`src/rtl/ssd_scan_ctrl_if.sv`:
```
// Bus bundle between the display scan controller and its driver: control/data in, display lines out.
interface ssd_scan_ctrl_if;
   logic        i_en;
   logic        i_load;
   logic [15:0] i_disp_in;
   logic [3:0]  o_bcd_out;
   logic [3:0]  o_ssd_ctl;
   logic        o_frame_done;

   modport master (
      output i_en, i_load, i_disp_in,
      input  o_bcd_out, o_ssd_ctl, o_frame_done
   );

   modport slave (
      input  i_en, i_load, i_disp_in,
      output o_bcd_out, o_ssd_ctl, o_frame_done
   );
endinterface

```
`src/rtl/ssd_scan_ctrl.sv`:
```
// 4-digit multiplexed 7-segment scan controller with an inter-digit guard gap and a
// double-buffered display value. Define SSD_LZ_BLANK_EN to enable leading-zero blanking.
module ssd_scan_ctrl #(
   parameter int REFRESH_CNT = 100000,
   parameter int GUARD_CYC   = 0
) (
   input  logic           clk,
   input  logic           rst_n,
   ssd_scan_ctrl_if.slave bus
);
   localparam int CNT_HI  = (REFRESH_CNT > GUARD_CYC) ? REFRESH_CNT : GUARD_CYC;
   localparam int CNT_MAX = (CNT_HI > 2) ? CNT_HI : 2;
   localparam int CW      = $clog2(CNT_MAX);
   localparam logic [CW-1:0] REF_LAST = CW'(REFRESH_CNT - 1);
   localparam logic [CW-1:0] GRD_LAST = CW'((GUARD_CYC > 0) ? (GUARD_CYC - 1) : 0);
   localparam logic [CW-1:0] CNT_ONE  = CW'(1);

   typedef enum logic [1:0] {
      ST_OFF   = 2'd0,
      ST_SHOW  = 2'd1,
      ST_GUARD = 2'd2
   } state_t;

   state_t        r_state;
   logic [1:0]    r_idx;
   logic [CW-1:0] r_cnt;
   logic [15:0]   r_shadow;
   logic [15:0]   r_active;
   logic [3:0]    r_bcd;
   logic [3:0]    r_ctl;
   logic          r_fd;

   state_t        w_state_nx;
   logic [1:0]    w_idx_nx;
   logic [CW-1:0] w_cnt_nx;
   logic [15:0]   w_active_nx;
   logic [3:0]    w_bcd_nx;
   logic [3:0]    w_ctl_nx;
   logic          w_fd_nx;

   function automatic logic [3:0] digit_code(input logic [15:0] val, input logic [1:0] k);
      logic [3:0] nib;
      nib = val[{k, 2'b00} +: 4];
`ifdef SSD_LZ_BLANK_EN
      // A digit is blank when it and every more significant digit are zero.
      if ((k != 2'd0) && ((val >> {k, 2'b00}) == 16'd0)) begin
         nib = 4'd15;
      end else begin
         nib = val[{k, 2'b00} +: 4];
      end
`endif
      return nib;
   endfunction

   // Next-state logic; output values are derived from the next state so they can be registered.
   always_comb begin
      w_state_nx  = r_state;
      w_idx_nx    = r_idx;
      w_cnt_nx    = r_cnt;
      w_active_nx = r_active;
      case (r_state)
         ST_OFF: begin
            w_idx_nx = 2'd0;
            w_cnt_nx = '0;
            if (bus.i_en) begin
               w_state_nx  = ST_SHOW;
               w_active_nx = r_shadow;
            end else begin
               w_state_nx = ST_OFF;
            end
         end
         ST_SHOW: begin
            if (!bus.i_en) begin
               w_state_nx = ST_OFF;
               w_idx_nx   = 2'd0;
               w_cnt_nx   = '0;
            end else if (r_cnt == REF_LAST) begin
               w_cnt_nx   = '0;
               w_idx_nx   = r_idx + 2'd1;
               w_state_nx = (GUARD_CYC == 0) ? ST_SHOW : ST_GUARD;
               if (r_idx == 2'd3) begin
                  w_active_nx = r_shadow;
               end else begin
                  w_active_nx = r_active;
               end
            end else begin
               w_cnt_nx = r_cnt + CNT_ONE;
            end
         end
         ST_GUARD: begin
            if (!bus.i_en) begin
               w_state_nx = ST_OFF;
               w_idx_nx   = 2'd0;
               w_cnt_nx   = '0;
            end else if (r_cnt == GRD_LAST) begin
               w_state_nx = ST_SHOW;
               w_cnt_nx   = '0;
            end else begin
               w_cnt_nx = r_cnt + CNT_ONE;
            end
         end
         default: begin
            w_state_nx = ST_OFF;
            w_idx_nx   = 2'd0;
            w_cnt_nx   = '0;
         end
      endcase

      w_ctl_nx = 4'b1111;
      w_bcd_nx = 4'd15;
      if (w_state_nx == ST_SHOW) begin
         w_ctl_nx = ~(4'b0001 << w_idx_nx);
         w_bcd_nx = digit_code(w_active_nx, w_idx_nx);
      end else if (w_state_nx == ST_GUARD) begin
         w_bcd_nx = digit_code(w_active_nx, w_idx_nx);
      end else begin
         w_bcd_nx = 4'd15;
      end
      w_fd_nx = (w_state_nx == ST_SHOW) && (w_idx_nx == 2'd3) && (w_cnt_nx == REF_LAST);
   end

   // State, buffers and registered display outputs.
   always_ff @(posedge clk or negedge rst_n) begin
      if (!rst_n) begin
         r_state  <= ST_OFF;
         r_idx    <= 2'd0;
         r_cnt    <= '0;
         r_shadow <= 16'hFFFF;
         r_active <= 16'hFFFF;
         r_bcd    <= 4'd15;
         r_ctl    <= 4'b1111;
         r_fd     <= 1'b0;
      end else begin
         if (bus.i_load) begin
            r_shadow <= bus.i_disp_in;
         end else begin
            r_shadow <= r_shadow;
         end
         r_state  <= w_state_nx;
         r_idx    <= w_idx_nx;
         r_cnt    <= w_cnt_nx;
         r_active <= w_active_nx;
         r_bcd    <= w_bcd_nx;
         r_ctl    <= w_ctl_nx;
         r_fd     <= w_fd_nx;
      end
   end

   assign bus.o_bcd_out    = r_bcd;
   assign bus.o_ssd_ctl    = r_ctl;
   assign bus.o_frame_done = r_fd;
endmodule

```
`src/flat_wrapper.sv`:
```
// flat-port wrapper written by rule: the top's interface ports become plain ports
module ssd_scan_ctrl_flat 
#(
   parameter int REFRESH_CNT = 100000,
   parameter int GUARD_CYC   = 0
)
  (clk, rst_n, bus_i_en, bus_i_load, bus_i_disp_in, bus_o_bcd_out, bus_o_ssd_ctl, bus_o_frame_done);
  ssd_scan_ctrl_if bus_i ();
  input  logic clk;
  input  logic rst_n;
  input wire logic [$bits(bus_i.i_en)-1:0] bus_i_en;
  input wire logic [$bits(bus_i.i_load)-1:0] bus_i_load;
  input wire logic [$bits(bus_i.i_disp_in)-1:0] bus_i_disp_in;
  output wire logic [$bits(bus_i.o_bcd_out)-1:0] bus_o_bcd_out;
  output wire logic [$bits(bus_i.o_ssd_ctl)-1:0] bus_o_ssd_ctl;
  output wire logic [$bits(bus_i.o_frame_done)-1:0] bus_o_frame_done;
  assign bus_i.i_en = bus_i_en;
  assign bus_i.i_load = bus_i_load;
  assign bus_i.i_disp_in = bus_i_disp_in;
  assign bus_o_bcd_out = bus_i.o_bcd_out;
  assign bus_o_ssd_ctl = bus_i.o_ssd_ctl;
  assign bus_o_frame_done = bus_i.o_frame_done;
  ssd_scan_ctrl #(.REFRESH_CNT(REFRESH_CNT), .GUARD_CYC(GUARD_CYC)) u_core (.clk(clk), .rst_n(rst_n), .bus(bus_i));
endmodule
```
`config.mk`:
```
export PLATFORM = sky130hd
export DESIGN_NAME = ssd_scan_ctrl_flat
export DESIGN_NICKNAME = d
export VERILOG_FILES = /design/src/rtl/ssd_scan_ctrl_if.sv /design/src/rtl/ssd_scan_ctrl.sv /design/src/flat_wrapper.sv
export SDC_FILE = /design/constraint.sdc
export NUM_CORES = 1
export LEC_CHECK = 0
export CORE_ASPECT_RATIO = 1.1
export CORE_MARGIN = 2
export CORE_UTILIZATION = 40
export DETAILED_ROUTE_END_ITERATION = 10
export GPL_ROUTABILITY_DRIVEN = 0
export GPL_TIMING_DRIVEN = 1
export PLACE_DENSITY = 0.62
export SLEW_MARGIN = 20
export SYNTH_ARGS = -nofsm -noshare
export SYNTH_HDL_FRONTEND = slang
export SYNTH_SLANG_ARGS = --single-unit
```
`constraint.sdc`:
```
create_clock -name clk -period 4.45 [get_ports clk]
set_input_delay 1.335 -clock clk [delete_from_list [all_inputs] [get_ports clk]]
set_output_delay 1.335 -clock clk [all_outputs]
set_load 0.05 [all_outputs]
```
# Word level (Yosys, flattened, before mapping)
# Index checks and enable logic that the tools add are counted.
# totals
output_inout_bits	9
input_bits	20
wordCells	48
regBits	62
# classes
n_reduce_logical	4
mux	23
addsub	2
n_eq_ne	8
shift	2
bitwise	1
# op_table
operator	n
17-bit 2-to-1 mux	4
16-bit 2-to-1 mux	4
17-bit equality test (second input constant)	2
17-bit one-hot mux with 2 select lines	1
16-bit one-hot mux with 2 select lines	1
17-bit by 1-bit adder with 17-bit output (second input constant)	1
17-bit logical NOT	1
16-bit by 5-bit variable part select with 4-bit output	1
2-bit 2-to-1 mux	7
4-bit 2-to-1 mux	3
2-bit equality test (second input constant)	4
2-bit one-hot mux with 3 select lines	1
2-bit by 1-bit equality test with 1-bit output (second input constant)	2
4-bit NOT	1
2-bit one-hot mux with 2 select lines	1
1-bit by 2-bit left shift with 4-bit output (first input constant)	1
2-bit by 1-bit adder with 2-bit output (second input constant)	1
1-bit logical AND	2
2-bit logical NOT	1
1-bit 2-to-1 mux	1

# Logic depth before layout (Yosys ltp)
# Gate-level depths: netlist of the first run.
# depth
depth_word	8
mapped_depth	8
ltp_nobuf	8

# Least setup slack after synthesis of the first run
# Ideal clock, no wire load.
# synth_timing
path_kind	input port to flip-flop
start	in bus_i_en
end	reg u_core.r_bcd[1] (netlist: u_core.bus.o_bcd_out[1])
slack_ps	1699
t_arrival_ps	2667
required_time_ps	4366
cell_stages	7
path_cell_list	clkbuf_1 and3_1 a31oi_1 buf_2 a22o_2 mux2i_1 o2111ai_1
# synth_via
elab_chain_len	5
# synth_rtl
item	line_no	text
from (decl)	flat_wrapper.sv:11	input wire logic [$bits(bus_i.i_en)-1:0] bus_i_en;
16-bit 2-to-1 mux (on tied branches)	ssd_scan_ctrl.sv:73, ssd_scan_ctrl.sv:65	
16-bit one-hot mux with 2 select lines (*)	ssd_scan_ctrl.sv:61	case (r_state)
net u_core.w_active_nx[13]	ssd_scan_ctrl.sv:36	logic [15:0] w_active_nx;
16-bit by 5-bit variable part select with 4-bit output (*)	ssd_scan_ctrl.sv:43	nib = val[{k, 2'b00} +: 4];
4-bit 2-to-1 mux	ssd_scan_ctrl.sv:114	end else if (w_state_nx == ST_GUARD) begin
4-bit 2-to-1 mux (*)	ssd_scan_ctrl.sv:111	if (w_state_nx == ST_SHOW) begin
net u_core.w_bcd_nx[1]	ssd_scan_ctrl.sv:37	logic [3:0] w_bcd_nx;
to (signal assigned)	ssd_scan_ctrl.sv:143	r_bcd <= w_bcd_nx;
to (decl)	ssd_scan_ctrl.sv:29	logic [3:0] r_bcd;
# Mark *: on every way through the listed nets, which the timed path passes. The rest lies on a longest branch.
# A chain may end at the register's enable or synchronous reset.

# Worst setup path after layout of the first run
# Same ends and word-level chain as after synthesis.

==> flow_summary.toml, run 1 <==
[run_status]
status = "completed"

[logic_synthesis]
synth_area_um2 = 3040
synth_top_area_share_pct = 34.57
ys_async_sr_fraction_pct = 100.0
yosys_most_used_dff = "sky130_fd_sc_hd__dfstp_2"
synth-edff-count = 0
synth.yosys.seq_area_share_pct = 52.67
synth.distinct_cells = 50
synthesized_instance_count = 264
yosys.area.top_type = "sky130_fd_sc_hd__dfstp_2"
synthMostInstantiatedCell = "sky130_fd_sc_hd__dfstp_2"
synth.ff_latch_count = 62
synthesis.yosys.warnings = 0
post_synth_main_area_contributors = "sky130_fd_sc_hd__dfstp_2, sky130_fd_sc_hd__dfrtp_1, sky130_fd_sc_hd__mux2_2"
syn_avg_cell_area_um2 = 11.52
syn-num-nets = 291
synth_commonest_cells = "sky130_fd_sc_hd__dfstp_2, sky130_fd_sc_hd__nor2_1, sky130_fd_sc_hd__dfrtp_1, sky130_fd_sc_hd__mux2_2"

[finish]
syn_to_final_growth_pct = 17.24
fill_cells = 694
final_nets = 320
num_antenna_cells = 0
register_area_um2 = 1602
finish.cell_count_without_fillers = 385
finished_cell_area_um2 = 3565
area_of_combinational_cells_with_multiple_inputs_um2 = 1335
drive_above_1_share_pct = 27.52

[die]
i_o_pin_count = 29
core-area_um2 = 7432
initial_utilization_pct = 40.91
die_width_um = 87.13
die_area_um2 = 8315
dieHeight_um = 95.44
row_count = 33

[grt]
vias_in_the_first_global_route = 2088
grt_start_max_net_pins = 47
globalRouteTotalUtil_pct = 16.28
gr-usage-met1_pct = 20.60
grt_overflow = 0
grt_antenna_before_repair = 0
grt_pass1_wl_um = 10240
grtUsageMet3_pct = 4.675
busiest_layer = "met2"
grt_use_met2_pct = 26.34

[place]
placed_cells_incl_taps = 369
portBuffers = 28
place_area_um2 = 3381
pre_cts_slack_ps = 936.8
dpl.hpwl_um = 4144

[power]
vdd_ir_drop_max_v = 0.0002108
powerDensity_nw_per_um2 = 363.0
seq_power_share_pct = 51.9
p_switching_mw = 0.3135
static-leakage-power_nw = 1.489
power.share.clock_pct = 36.4
intPower_mw = 0.9806
pwr-share-comb_pct = 11.8
netSwitchingFraction_pct = 24.22

[clock_network]
post_cts_hold_buffer_count = 0
worst_skew_pair.late_latency_ps = 350
ctsRootBufferMaster = "sky130_fd_sc_hd__clkbuf_8"
tritoncts_clock_tree = "done"
cts_buf_count = 9
maximum_buffer_depth_of_the_clock_tree = 2
postCtsResizedCells = 0
clkTransAtPathRegs_ps = 70
post_cts_setup_repair_buffer_count = 0
clkSinkCount = 62
cts_htree_levels = 3

[sta]
setup_tns_ps = 0
fin_skew_ps = 12.45
drv_slew = 0
fmax_mhz = 321.3
final-hold-violation-count = 0
finalSetupViolCount = 0
period_minus_slack_ps = 3113
worst_slack_ps = 1337
tightest_slew_ps = 853.4
slew_headroom_pct = 42.67
final.period_utilization_pct = 69.95
hold-worst-slack_ps = 537.4
grt_setup_unrepaired = "no"

[setup_path]
required_ps = 4710
critPathKind = "primary input to flip-flop"
critical_path.endpoint_type = "flip-flop"
crit_path_start_kind = "primary input"
arrival_ps = 3370
maximum_fanout_along_the_worst_path = 16

[drt]
drt_wl_total_um = 5974
route.detailed.drc = 0
drt_iter0_drc = 54
number_of_search_and_repair_iterations_in_the_first_detailed_routing_pass = 4
avgViaCountPerCell = 5.361
antenna_violating_nets_post_route = 0
routed_wire_length_per_instance_um = 15.52
route.vias.total = 2064

[hold_path]
hold_class = "flip-flop to flip-flop"

[flow_run]
max_cap_viols = 0
[final timing paths]
kind	start	to	slack [ps]	cells past startpoint
setup / recovery	bus_i_en	u_core.bus.o_bcd_out[1]$_DFF_PN1_	1340	6
hold / removal	u_core.r_cnt[0]$_DFF_PN0_	u_core.r_cnt[0]$_DFF_PN0_	540	1
setup reg to reg	u_core.r_cnt[0]$_DFF_PN0_	u_core.bus.o_frame_done$_DFF_PN0_	1460	7
hold reg to reg	u_core.r_cnt[0]$_DFF_PN0_	u_core.r_cnt[0]$_DFF_PN0_	540	1
max in group asynchronous	rst_n	u_core.r_active[7]$_DFF_PN1_	2720	2
min in group asynchronous	rst_n	u_core.r_cnt[7]$_DFF_PN0_	1000	1
[critical path, stage by stage]
cell and delay, ps:
sky130_fd_sc_hd__clkdlybuf4s50_1 640, sky130_fd_sc_hd__and3_1 230, sky130_fd_sc_hd__a32o_1 580, sky130_fd_sc_hd__a22o_1 270
sky130_fd_sc_hd__mux2i_1 100, sky130_fd_sc_hd__o2111ai_1 220
[flip-flops by register name, summed over array words and instances (netlist names)]
name / count
u_core.bus.o_ssd_ctl: 4
u_core.r_cnt: 17
u_core.bus.o_frame_done: 1
u_core.r_state: 2
u_core.r_active: 16
u_core.r_idx: 2
u_core.bus.o_bcd_out: 4
u_core.r_shadow: 16
[kinds of logic (layout without fill, tap and decap cells)]
kind of cell,after synthesis,after routing,synth area share [%]
flip-flops,62,62,52.68
XOR/XNOR,20,20,5.761
AND/OR/NAND/NOR,88,88,16.26
adder cells (fa/ha/maj),7,7,2.881
buffers and inverters,24,58,3.416
AO/OA/AOI/OAI,43,43,11.77
multiplexers,20,20,7.243
[layout make-up]
type                    instances  share of cell area [%]
clock buffers                  12                   3.791
clock inverters                 4                   1.299
inverters                      12                   1.264
multi-input cells             178                   37.45
flip-flops and latches         62                   44.93
well taps                      87                   3.054
repair buffers                 30                   8.213
[stage by stage]
step           power (mW)  util (%)
5_1_grt             1.361     47.96
3_5_place_dp       0.8352     45.49
2_1_floorplan      0.7731         -
6_report            1.294     47.96
3_3_place_gp       0.8312     45.49
4_1_cts             1.315     47.93
[power by group through the flow]
stage | Combinational [mW] | Clock [mW] | Sequential, mW
2_1_floorplan | 0.0832 | 0 | 0.690
3_3_place_gp | 0.151 | 0 | 0.680
3_5_place_dp | 0.157 | 0 | 0.679
4_1_cts | 0.156 | 0.487 | 0.672
5_1_grt | 0.169 | 0.515 | 0.676
6_report | 0.152 | 0.471 | 0.671
[cells in the final DEF, fill, tap and decap left out, types with 2 or more instances in the layout]
| cell | instances |
|---|---|
| sky130_fd_sc_hd__nor3b_1 | 2 |
| sky130_fd_sc_hd__nor2_1 | 24 |
| sky130_fd_sc_hd__nor3_1 | 4 |
| sky130_fd_sc_hd__and3_1 | 5 |
| sky130_fd_sc_hd__a31oi_1 | 4 |
| sky130_fd_sc_hd__nand3_1 | 14 |
| sky130_fd_sc_hd__inv_1 | 12 |
| sky130_fd_sc_hd__nand4_1 | 7 |
| sky130_fd_sc_hd__o21ai_0 | 3 |
| sky130_fd_sc_hd__clkdlybuf4s50_1 | 27 |
| sky130_fd_sc_hd__and2_1 | 2 |
| sky130_fd_sc_hd__buf_4 | 3 |
| sky130_fd_sc_hd__clkbuf_8 | 9 |
| sky130_fd_sc_hd__xnor2_1 | 9 |
| sky130_fd_sc_hd__nor2b_1 | 2 |
| sky130_fd_sc_hd__a22o_1 | 14 |
| sky130_fd_sc_hd__nand2_1 | 11 |
| sky130_fd_sc_hd__mux2_2 | 16 |
| sky130_fd_sc_hd__dfstp_2 | 40 |
| sky130_fd_sc_hd__o2111a_1 | 2 |
| sky130_fd_sc_hd__ha_1 | 7 |
| sky130_fd_sc_hd__clkinv_2 | 2 |
| sky130_fd_sc_hd__clkbuf_1 | 3 |
| sky130_fd_sc_hd__and4_1 | 3 |
| sky130_fd_sc_hd__mux2i_1 | 4 |
| sky130_fd_sc_hd__o2111ai_1 | 4 |
| sky130_fd_sc_hd__a21oi_1 | 3 |
| sky130_fd_sc_hd__xor2_1 | 11 |
| sky130_fd_sc_hd__a22o_2 | 2 |
| sky130_fd_sc_hd__dfrtp_1 | 22 |
| sky130_fd_sc_hd__nand3b_1 | 5 |
[routing by layer]
metal / vias up / share of wire [%]
met5: - / 0
met4: 0 / 1.8
met3: 10 / 3.0
met2: 34 / 49
met1: 1010 / 47
li1: 1010 / -
(Power assumes the default switching activity.)
==> run 2: changes to the inputs <==
PLACE_DENSITY = 0.64   (was 0.62)
clock period = 2.5 ns   (was 4.45 ns; I/O delays follow)
==> run 2 against run 1 <==
Clock skew grew 3.6 ps; sequential cell count unchanged; count of clock-buffer cells in the layout down 1; clock power grew 58%; non-clock buffer count up 28; die area unchanged; final area up 6.3%; sequential share of layout area fell by 2.7 points; routed wire length rose by 11%; via count rose by 8.7%; global-route usage up 1.5 points; setup slack worse by 1300 ps; critical path type is now flip-flop to output pin.
==> flow_summary.toml, run 2 (synthesis results as in run 1) <==
[setup_path]
crit_path_start_kind = "flip-flop"
crit_buf_inv = 1
critical-path-top-delay-family = "buffers and inverters"
cp_slowest_stage_delay_ps = 810
crit_path_cell_trace = "clkdlybuf4s50_1"
worstSetupStartpoint = "u_core.bus.o_bcd_out[2]$_DFF_PN1_"
required_ps = 1750
critical_path.endpoint_type = "output pin"
maximum_fanout_along_the_worst_path = 1
timing.critical_path.slowest_stage_cell = "sky130_fd_sc_hd__clkdlybuf4s50_1"
critPathKind = "flip-flop to output pin"
r2r_start = "u_core.r_cnt[8]$_DFF_PN0_"
arrival_ps = 1670

[power]
vdd_ir_drop_max_v = 0.0003669
total_power_mw = 2.235
static-leakage-power_nw = 1.614
powerDensity_nw_per_um2 = 589.9

[grt]
globalRouteTotalUtil_pct = 17.77
grt_antenna_before_repair = 0
grt_pass1_wl_um = 11370
busiest_layer = "met2"
grtUsageMet3_pct = 3.550
grt_overflow = 0
grt_start_max_net_pins = 30
vias_in_the_first_global_route = 2338
gr-usage-met1_pct = 22.68
grt_use_met2_pct = 29.26

[finish]
flip_flop_count_of_the_largest_register_all_copies_and_words_added = 17
syn_to_final_growth_pct = 24.61
max_flop_register = "u_core.r_cnt"
final_nets = 348
num_antenna_cells = 0
drive_above_1_share_pct = 35.28
mostFrequentLayoutCells = "sky130_fd_sc_hd__dfstp_2, sky130_fd_sc_hd__buf_4, sky130_fd_sc_hd__clkdlybuf4s50_1"
reg.largest.list = "u_core.r_cnt (17), u_core.r_active (16), u_core.r_shadow (16)"
final_core_utilization_pct = 50.98
layout.cells.most_common = "sky130_fd_sc_hd__dfstp_2"

[die]
core-area_um2 = 7432
dieHeight_um = 95.44
row_count = 33
initial_utilization_pct = 40.91
i_o_pin_count = 29
die_width_um = 87.13
die_area_um2 = 8315

[sta]
final-hold-violation-count = 0
fmax_mhz = 413.5
final.period_utilization_pct = 96.73
finalSetupViolCount = 0
slew_headroom_pct = 54.02
drv_slew = 0
fin_skew_ps = 16.01
grt_setup_unrepaired = "no"
period_minus_slack_ps = 2418
tightest_slew_ps = 689.7

[drt]
route.detailed.drc = 0
number_of_search_and_repair_iterations_in_the_first_detailed_routing_pass = 4
drt_wl_total_um = 6642
avgViaCountPerCell = 5.433
drt_iter0_drc = 114
route.vias.total = 2244
routed_wire_length_per_instance_um = 16.08
antenna_violating_nets_post_route = 0

[clock_network]
tritoncts_clock_tree = "done"
maximum_buffer_depth_of_the_clock_tree = 2
clkTransAtPathRegs_ps = 80
cts_buf_count = 9
clkSinkCount = 62
post_cts_hold_buffer_count = 0
cts_htree_levels = 3
ctsRootBufferMaster = "sky130_fd_sc_hd__clkbuf_8"
worst_skew_pair.late_latency_ps = 340

[hold_path]
hold_class = "primary input to asynchronous set/reset pin"

[run_status]
status = "completed"

[flow_run]
max_cap_viols = 0

[place]
portBuffers = 28
dpl.hpwl_um = 4640
-- run 2: cell count changes in the layout (fill, tap and decap cells not counted), sizes merged --
cell,change
buf,+28
clkinv,+2
bufinv,-1
clkbuf,-1
clkinvlp,+1
inv,-1
-- run 2: area by class of cell --
type                       instances  area (µm²)
tap                               87       108.9
timing repair buffer              58       513.0
sequential                        62        1602
clock inverter                     5       27.53
inverter                          12       45.04
multi-input combinational        178        1361
clock buffer                      11       131.4
fill                             695        3643
-- run 2: worst paths after layout --
path	endpoint	slack [ps]	cells after the start
min reg2reg	u_core.r_cnt[0]$_DFF_PN0_	560	2
min in group clk	u_core.r_cnt[0]$_DFF_PN0_	560	2
max	bus_o_bcd_out[2]	80	1
max in group asynchronous	u_core.r_active[3]$_DFF_PN1_	1330	2
max reg2reg	u_core.bus.o_bcd_out[0]$_DFF_PN1_	150	8
min	u_core.r_cnt[14]$_DFF_PN0_	450	1
-- run 2: stage by stage --
stage                     setup WS, ps  cells  setup TNS (ps)  area, µm²  hold slack, ps
final                            81.81    413               0       3789           451.3
after detailed placement        -114.4    396          -231.1       3596           555.2
after floorplan                  159.4    264               0       3040           454.4
after global routing            0.4075    413               0       3789           486.0
after global placement          -80.52    396          -82.75       3596           543.5
after CTS                        21.90    412               0       3762           458.3
-- run 2: what timing repair did --
action,4_1_cts,5_1_grt
setup endpoints to repair,5,18
hold endpoints to repair,0,0
gates resized for setup,3,4
pin swaps,0,3
setup buffers,0,1
-- run 2: where the power goes --
group          switching, mW  total, mW  internal [mW]
logic                  0.148      0.292          0.145
registers             0.0397       1.20           1.16
clock network          0.393      0.746          0.353
-- run 2: per-layer routing --
metal | routed length (µm) | vias up | share of wire [%]
li1 | - | 1065 | -
met1 | 2942 | 1125 | 44
met2 | 3324 | 42 | 50
met3 | 213 | 12 | 3.2
met4 | 161 | 0 | 2.4
met5 | 0 | - | 0
-- run 2: worst register-to-register path, cell delays in order, from the launching register on --
cell and delay, ps:
sky130_fd_sc_hd__dfrtp_1 450, sky130_fd_sc_hd__or4_4 550, sky130_fd_sc_hd__nor4_4 140, sky130_fd_sc_hd__buf_4 210, sky130_fd_sc_hd__a21oi_1 110, sky130_fd_sc_hd__o311ai_2 330
sky130_fd_sc_hd__buf_4 240, sky130_fd_sc_hd__nand3_1 100, sky130_fd_sc_hd__o2111ai_1 130
==> run 3: changes to the inputs <==
CTS_CLUSTER_DIAMETER = 80   (was default)
==> results of run 3 <==
Final layout, timing and power as in run 2 (identical DEF).
